$ cat config.mk
export PLATFORM = sky130hd
export DESIGN_NAME = envia_codigo
export DESIGN_NICKNAME = d
export VERILOG_FILES = /design/src/rtl/envia_pkg.sv /design/src/rtl/envia_codigo_temporizador.sv /design/src/rtl/envia_codigo.sv
export SDC_FILE = /design/constraint.sdc
export NUM_CORES = 1
export LEC_CHECK = 0
export CORE_MARGIN = 2
export CORE_UTILIZATION = 35
export DETAILED_ROUTE_END_ITERATION = 12
export PLACE_DENSITY_LB_ADDON = 0.2
export SETUP_SLACK_MARGIN = 0.1
export SLEW_MARGIN = 30
export SYNTH_ARGS = -nofsm -noshare
export SYNTH_HDL_FRONTEND = slang
export SYNTH_HIERARCHICAL = 1
export SYNTH_SLANG_ARGS = --single-unit
$ cat constraint.sdc
create_clock -name clk -period 2.9 [get_ports clk]
set_clock_uncertainty 0.05 [all_clocks]
set_input_delay 0.725 -clock clk [delete_from_list [all_inputs] [get_ports clk]]
set_output_delay 0.725 -clock clk [all_outputs]
set_load 0.02 [all_outputs]
$ cat src/rtl/envia_pkg.sv
// ============================================================================
// Module      : envia_pkg
// Description : Shared types and default parameters for the code-entry
//               transmitter (envia_codigo) and its timer.
// Revision    : 1.0 - initial release
// ============================================================================
`default_nettype none

package envia_pkg;

    typedef enum logic [2:0] {
        IDLE   = 3'd0,
        SETUP  = 3'd1,
        STROBE = 3'd2,
        WAIT   = 3'd3,
        CLEAR  = 3'd4
    } state_t;

    typedef logic [1:0] sym_t;

    localparam int N_SYM_DEFAULT   = 2;
    localparam int HOLD_DEFAULT    = 2;
    localparam int TIMEOUT_DEFAULT = 8;
    localparam int MAX_TRY_DEFAULT = 3;

    function automatic int max2(input int a, input int b);
        return (a > b) ? a : b;
    endfunction

endpackage

`default_nettype wire

$ cat src/rtl/envia_codigo_temporizador.sv
// ============================================================================
// Module      : temporizador
// Description : Loadable down-counter with zero flag; saturates at zero.
// Revision    : 1.0 - initial release
// ============================================================================
`default_nettype none

module temporizador #(
    parameter int WIDTH = 4
) (
    input  logic             clk,
    input  logic             rst,
    input  logic             load_i,
    input  logic [WIDTH-1:0] load_val_i,
    input  logic             dec_i,
    output logic             zero_o
);

    logic [WIDTH-1:0] cnt_q;
    logic [WIDTH-1:0] cnt_d;

    always_comb begin
        cnt_d = cnt_q;
        if (load_i) begin
            cnt_d = load_val_i;
        end else if (dec_i && (cnt_q != '0)) begin
            cnt_d = cnt_q - WIDTH'(1);
        end
    end

    always_ff @(posedge clk) begin
        if (rst) begin
            cnt_q <= '0;
        end else begin
            cnt_q <= cnt_d;
        end
    end

    assign zero_o = (cnt_q == '0);

endmodule

`default_nettype wire

$ cat src/rtl/envia_codigo.sv
// ============================================================================
// Module      : envia_codigo
// Description : Sends a stored symbol sequence to the combination lock and
//               retries after an error (retry enabled by ENVIA_RETRY_EN).
// Revision    : 1.0 - initial release
// ============================================================================
`default_nettype none

module envia_codigo
    import envia_pkg::*;
#(
    parameter int N_SYM   = N_SYM_DEFAULT,
    parameter int HOLD    = HOLD_DEFAULT,
    parameter int TIMEOUT = TIMEOUT_DEFAULT,
    parameter int MAX_TRY = MAX_TRY_DEFAULT
) (
    input  logic                       clk,
    input  logic                       rst,
    input  logic                       start,
    input  logic [2*N_SYM-1:0]         code,
    input  logic                       s1,
    input  logic                       s2,
    output logic                       e0,
    output logic                       e1,
    output logic                       e2,
    output logic                       busy,
    output logic                       done,
    output logic                       ok,
    output logic                       tmo,
    output logic [$clog2(MAX_TRY+1)-1:0] tries
);

    localparam int TRY_W = $clog2(MAX_TRY + 1);
    localparam int IDX_W = (N_SYM > 1) ? $clog2(N_SYM) : 1;
    localparam int TMR_W = $clog2(max2(HOLD, TIMEOUT) + 1);
`ifdef ENVIA_RETRY_EN
    localparam int TRY_LIMIT = MAX_TRY;
`else
    localparam int TRY_LIMIT = 1;
`endif

    state_t                 state_q, state_d;
    sym_t [N_SYM-1:0]       code_q, code_d;
    logic [IDX_W-1:0]       idx_q, idx_d;
    logic [TRY_W-1:0]       tries_q, tries_d;
    sym_t                   sym_q, sym_d;
    logic                   e2_q, e2_d;
    logic                   busy_q, busy_d;
    logic                   done_q, done_d;
    logic                   ok_q, ok_d;
    logic                   tmo_q, tmo_d;

    logic                   tmr_load;
    logic [TMR_W-1:0]       tmr_val;
    logic                   tmr_dec;
    logic                   tmr_zero;

    temporizador #(
        .WIDTH (TMR_W)
    ) u_tmr (
        .clk        (clk),
        .rst        (rst),
        .load_i     (tmr_load),
        .load_val_i (tmr_val),
        .dec_i      (tmr_dec),
        .zero_o     (tmr_zero)
    );

    always_comb begin
        state_d  = state_q;
        code_d   = code_q;
        idx_d    = idx_q;
        tries_d  = tries_q;
        ok_d     = ok_q;
        tmo_d    = tmo_q;
        done_d   = 1'b0;
        tmr_load = 1'b0;
        tmr_val  = '0;
        tmr_dec  = 1'b0;

        case (state_q)
            IDLE: begin
                // The cycle that reports done never accepts a new request.
                if (start && !done_q) begin
                    state_d  = SETUP;
                    code_d   = code;
                    idx_d    = '0;
                    tries_d  = TRY_W'(1);
                    ok_d     = 1'b0;
                    tmo_d    = 1'b0;
                    tmr_load = 1'b1;
                    tmr_val  = TMR_W'(HOLD - 1);
                end
            end
            SETUP: begin
                if (tmr_zero) begin
                    state_d = STROBE;
                end else begin
                    tmr_dec = 1'b1;
                end
            end
            STROBE: begin
                tmr_load = 1'b1;
                if (idx_q == IDX_W'(N_SYM - 1)) begin
                    state_d = WAIT;
                    tmr_val = TMR_W'(TIMEOUT - 1);
                end else begin
                    state_d = SETUP;
                    idx_d   = idx_q + IDX_W'(1);
                    tmr_val = TMR_W'(HOLD - 1);
                end
            end
            WAIT: begin
                if (s1) begin
                    state_d = IDLE;
                    done_d  = 1'b1;
                    ok_d    = 1'b1;
                end else if (s2) begin
                    state_d = CLEAR;
                end else if (tmr_zero) begin
                    state_d = IDLE;
                    done_d  = 1'b1;
                    tmo_d   = 1'b1;
                end else begin
                    tmr_dec = 1'b1;
                end
            end
            CLEAR: begin
                if (tries_q < TRY_W'(TRY_LIMIT)) begin
                    state_d  = SETUP;
                    tries_d  = tries_q + TRY_W'(1);
                    idx_d    = '0;
                    tmr_load = 1'b1;
                    tmr_val  = TMR_W'(HOLD - 1);
                end else begin
                    state_d = IDLE;
                    done_d  = 1'b1;
                end
            end
            default: begin
                state_d = IDLE;
            end
        endcase
    end

    // Outputs are registered from the next state so they line up with it.
    always_comb begin
        sym_d  = sym_q;
        e2_d   = (state_d == STROBE) || (state_d == CLEAR);
        busy_d = (state_d != IDLE);
        if ((state_d == SETUP) && (state_q != SETUP)) begin
            sym_d = code_d[idx_d];
        end else if (state_d == CLEAR) begin
            sym_d = 2'b00;
        end
    end

    always_ff @(posedge clk) begin
        if (rst) begin
            state_q <= IDLE;
            code_q  <= '0;
            idx_q   <= '0;
            tries_q <= '0;
            sym_q   <= 2'b00;
            e2_q    <= 1'b0;
            busy_q  <= 1'b0;
            done_q  <= 1'b0;
            ok_q    <= 1'b0;
            tmo_q   <= 1'b0;
        end else begin
            state_q <= state_d;
            code_q  <= code_d;
            idx_q   <= idx_d;
            tries_q <= tries_d;
            sym_q   <= sym_d;
            e2_q    <= e2_d;
            busy_q  <= busy_d;
            done_q  <= done_d;
            ok_q    <= ok_d;
            tmo_q   <= tmo_d;
        end
    end

    assign e0    = sym_q[0];
    assign e1    = sym_q[1];
    assign e2    = e2_q;
    assign busy  = busy_q;
    assign done  = done_q;
    assign ok    = ok_q;
    assign tmo   = tmo_q;
    assign tries = tries_q;

endmodule

`default_nettype wire
==> results.tsv <==
stage	metric	value	unit
outcome	status	completed	
floorplan	die_w	60.8	µm
sta	whs	0.413	ns
logic_synthesis	synth_area	1130	µm²
worst_setup_path	crit_chain	inv_1 > ha_1 > or3b_4 > inv_1 > and3b_1 > o311ai_2 > nand3_1 > a21oi_2	
final_layout	drive_above_1_share	11.6	%
cts	cts_tree	yes	
cts	numCtsBuffers	3	
sta	rsz0062_at_grt	false	
worst_setup_path	cp_common_cell	inv_1	
worst_setup_path	reg2reg_to	sym_q[1]	
drt	num_vias	997	
grt	grt_overflow_total	0	
grt	grtUsageTotal	15.1	%
worst_hold_path	min-delay-start	code_q[2]	
placed_design	dpl.hpwl	1740	µm
sta	period_share	84.5	%
power_and_ir_drop	pwr_density_cell	536	nW/µm²
worst_setup_path	rr_startpoint	u_tmr/cnt_q[1]	
worst_hold_path	hold-path-cell-count	2	
logic_synthesis	ys_seq_elements	21	
sta	final.min_clock_period	2.45	ns
sta	max-slew-margin-rel	59.4	%
power_and_ir_drop	peakVddDrop	0.271	mV
sta	finalSetupTns	0	ns
cts	cts.sinks	21	
placed_design	port_buffers	17	
grt	grt_max_degree	16	
cts	clkTransAtPathRegs	0.13	ns
cts	cts_resized	0	
worst_hold_path	hold_end	code_q[2]	
sta	setup_viol	0	
drt	viasPerCell	5.22	
logic_synthesis	synth_warnings	6	
worst_setup_path	critPathTopFamily	simple AND/OR/NAND/NOR gates	
worst_setup_path	cp-end-kind	register	
worst_setup_path	reg2reg_depth	8	
flow_run	drv_cap	0	
worst_setup_path	cp_num_cells	8	
logic_synthesis	yosysUniqueCellTypes	40	
cts	clkLatencyLatePin	0.32	ns
placed_design	place.gp.congestion	0.774	
sta	tightest_slew	0.607	ns
worst_setup_path	cp-start-kind	register	
drt	drt-total-wl	2450	µm
floorplan	fp.dieH	60.8	µm
logic_synthesis	avgSynthCellArea	8.69	µm²
logic_synthesis	synth_fp_nets	141	
drt	ant_nets	0	
worst_setup_path	rrSetupSlack	0.45	ns
worst_setup_path	crit_arrival	2.65	ns
worst_setup_path	crit_path_max_incr_delay	0.47	ns
worst_setup_path	path_max_fanout	9	
grt	grt_pass1_wl	4130	µm
grt	grt_pass1_vias	937	
drt	dr.pass1.iters	5	
floorplan	core-area	3050	µm²
logic_synthesis	async_reset_ff_share	0	%
cts	htreeDepth	1	
cts	cts_setup_buffers	0	
floorplan	initial_core_util	37.0	%
final_layout	post-route-util	44.5	%
worst_hold_path	hp-class	register to register	
logic_synthesis	ys.flop_type	dfxtp_1	
floorplan	io_pins	18	
logic_synthesis	synth-edff-count	0	
drt	wl_per_cell	12.8	µm
grt	antenna_found_initial	0	
final_layout	area_growth	20.4	%
sta	finalMaxSlewViolations	0	
drt	drt_iter0_drc	39	
worst_setup_path	required	3.10	ns
cts	clockBufferDepth	2	
worst_setup_path	cp_num_buf_inv	2	
worst_setup_path	critPathSlowestCell	o311ai_2	
sta	fmax	408	MHz
sta	hold_viol	0	
logic_synthesis	yosysSeqAreaShare	37.2	%
logic_synthesis	postSynthCellCount	130	
cts	cts_hold_buffers	0	
floorplan	rows	20	
final_layout	final_cell_mix	dfxtp_1 (21), clkdlybuf4s50_1 (17), a21oi_1 (14), nand2_1 (13), nor2_1 (12)	
drt	drc	0	
final_layout	n_antenna_cell	0	
cts	clockRootBuffer	clkbuf_4	
power_and_ir_drop	p_leak	0.000484	µW
worst_setup_path	critPathKind	register to register	
power_and_ir_drop	finalPower	729	µW
floorplan	fp.dieArea	3700	µm²
final_layout	fin_cells	191	
final_layout	layout.nets	159	
final_layout	final_common_cell	dfxtp_1	
placed_design	place_inst	187	
cell usage after synthesis (2+ instances only):
cell,n,area (µm²)
dfxtp_1,21,420
a21oi_1,14,70.1
nand2_1,13,48.8
nor2_1,12,45.0
inv_1,8,30.0
nor3_1,6,30.0
nand3_1,4,20.0
o21ai_0,4,20.0
and4bb_2,3,37.5
clkbuf_1,3,11.3
mux2i_1,3,30.0
nor2b_1,3,18.8
a211o_1,2,17.5
a211oi_1,2,15.0
a21oi_2,2,17.5
a311oi_1,2,17.5
buf_4,2,15.0
ha_1,2,25.0
nand3b_1,2,15.0
or3_1,2,12.5
worst max-delay path by stage:
stage | start | to | slack, ns
after global routing | u_tmr/cnt_q[1] | sym_q[1] | 0.31
after global placement | s2 | u_tmr/cnt_q[3] | 0.33
after detailed placement | s2 | u_tmr/cnt_q[3] | 0.30
after CTS | u_tmr/cnt_q[1] | sym_q[1] | 0.47
after floorplan | u_tmr/cnt_q[1] | sym_q[1] | 0.76
final | u_tmr/cnt_q[1] | sym_q[1] | 0.45
worst reg2reg max path: cells and delay by family, from the launching register on:
kind,cells,cell delay [ns]
simple gates,3,0.91
fa+ha+maj,1,0.22
compound gates,2,0.63
buf+inv,2,0.23
flops,1,0.34
cells by family (layout without fill, tap and decap cells):
family | after synthesis | in the layout | share of synthesized area (%)
compound gates | 33 | 33 | 22.7
flops | 21 | 21 | 37.2
simple gates | 56 | 56 | 28.9
buf+inv | 14 | 31 | 5.98
other cells | 1 | 1 | 0.332
fa+ha+maj | 2 | 2 | 2.21
mux | 3 | 3 | 2.66
cell type report:
type                    instances  area [µm²]
fillers                       325        1690
multi-input cells              95         642
flip-flops and latches         21         420
repair buffers                 19         185
well taps                      44        55.1
inverters                       8        30.0
clock buffers                   3        22.5
clock inverters                 1        5.00
power by group:
group | leakage (µW) | internal [µW] | total [µW] | switching (µW)
Combinational | 0.000294 | 108 | 242 | 134
Sequential | 0.000172 | 317 | 343 | 25.7
Clock | 0.0000177 | 51.6 | 144 | 92.8
routing by layer:
| metal | global-route usage, % | vias to the layer above | part of all wire [%] |
|---|---|---|---|
| met3 | 4.48 | 2 | 4.2 |
| met2 | 24.0 | 24 | 48 |
| li1 | - | 500 | - |
| met1 | 19.5 | 471 | 46 |
| met5 | 0 | - | 0 |
| met4 | 5.59 | 0 | 0.98 |
metrics by stage:
| step | worst slack (ns) | cell area (µm²) |
|---|---|---|
| floorplan | 0.756 | 1130 |
| CTS | 0.472 | 1360 |
| detailed placement | 0.297 | 1330 |
| global route | 0.310 | 1360 |
| finish | 0.448 | 1360 |
| global placement | 0.331 | 1330 |
sequential cells by signal (all words and copies together) (netlist names), 2 cells and up:
signal and cells:
sym_q 2, tries 2, state_q 3, code_q 4, u_tmr/cnt_q 4
(Power assumes the default switching activity.)
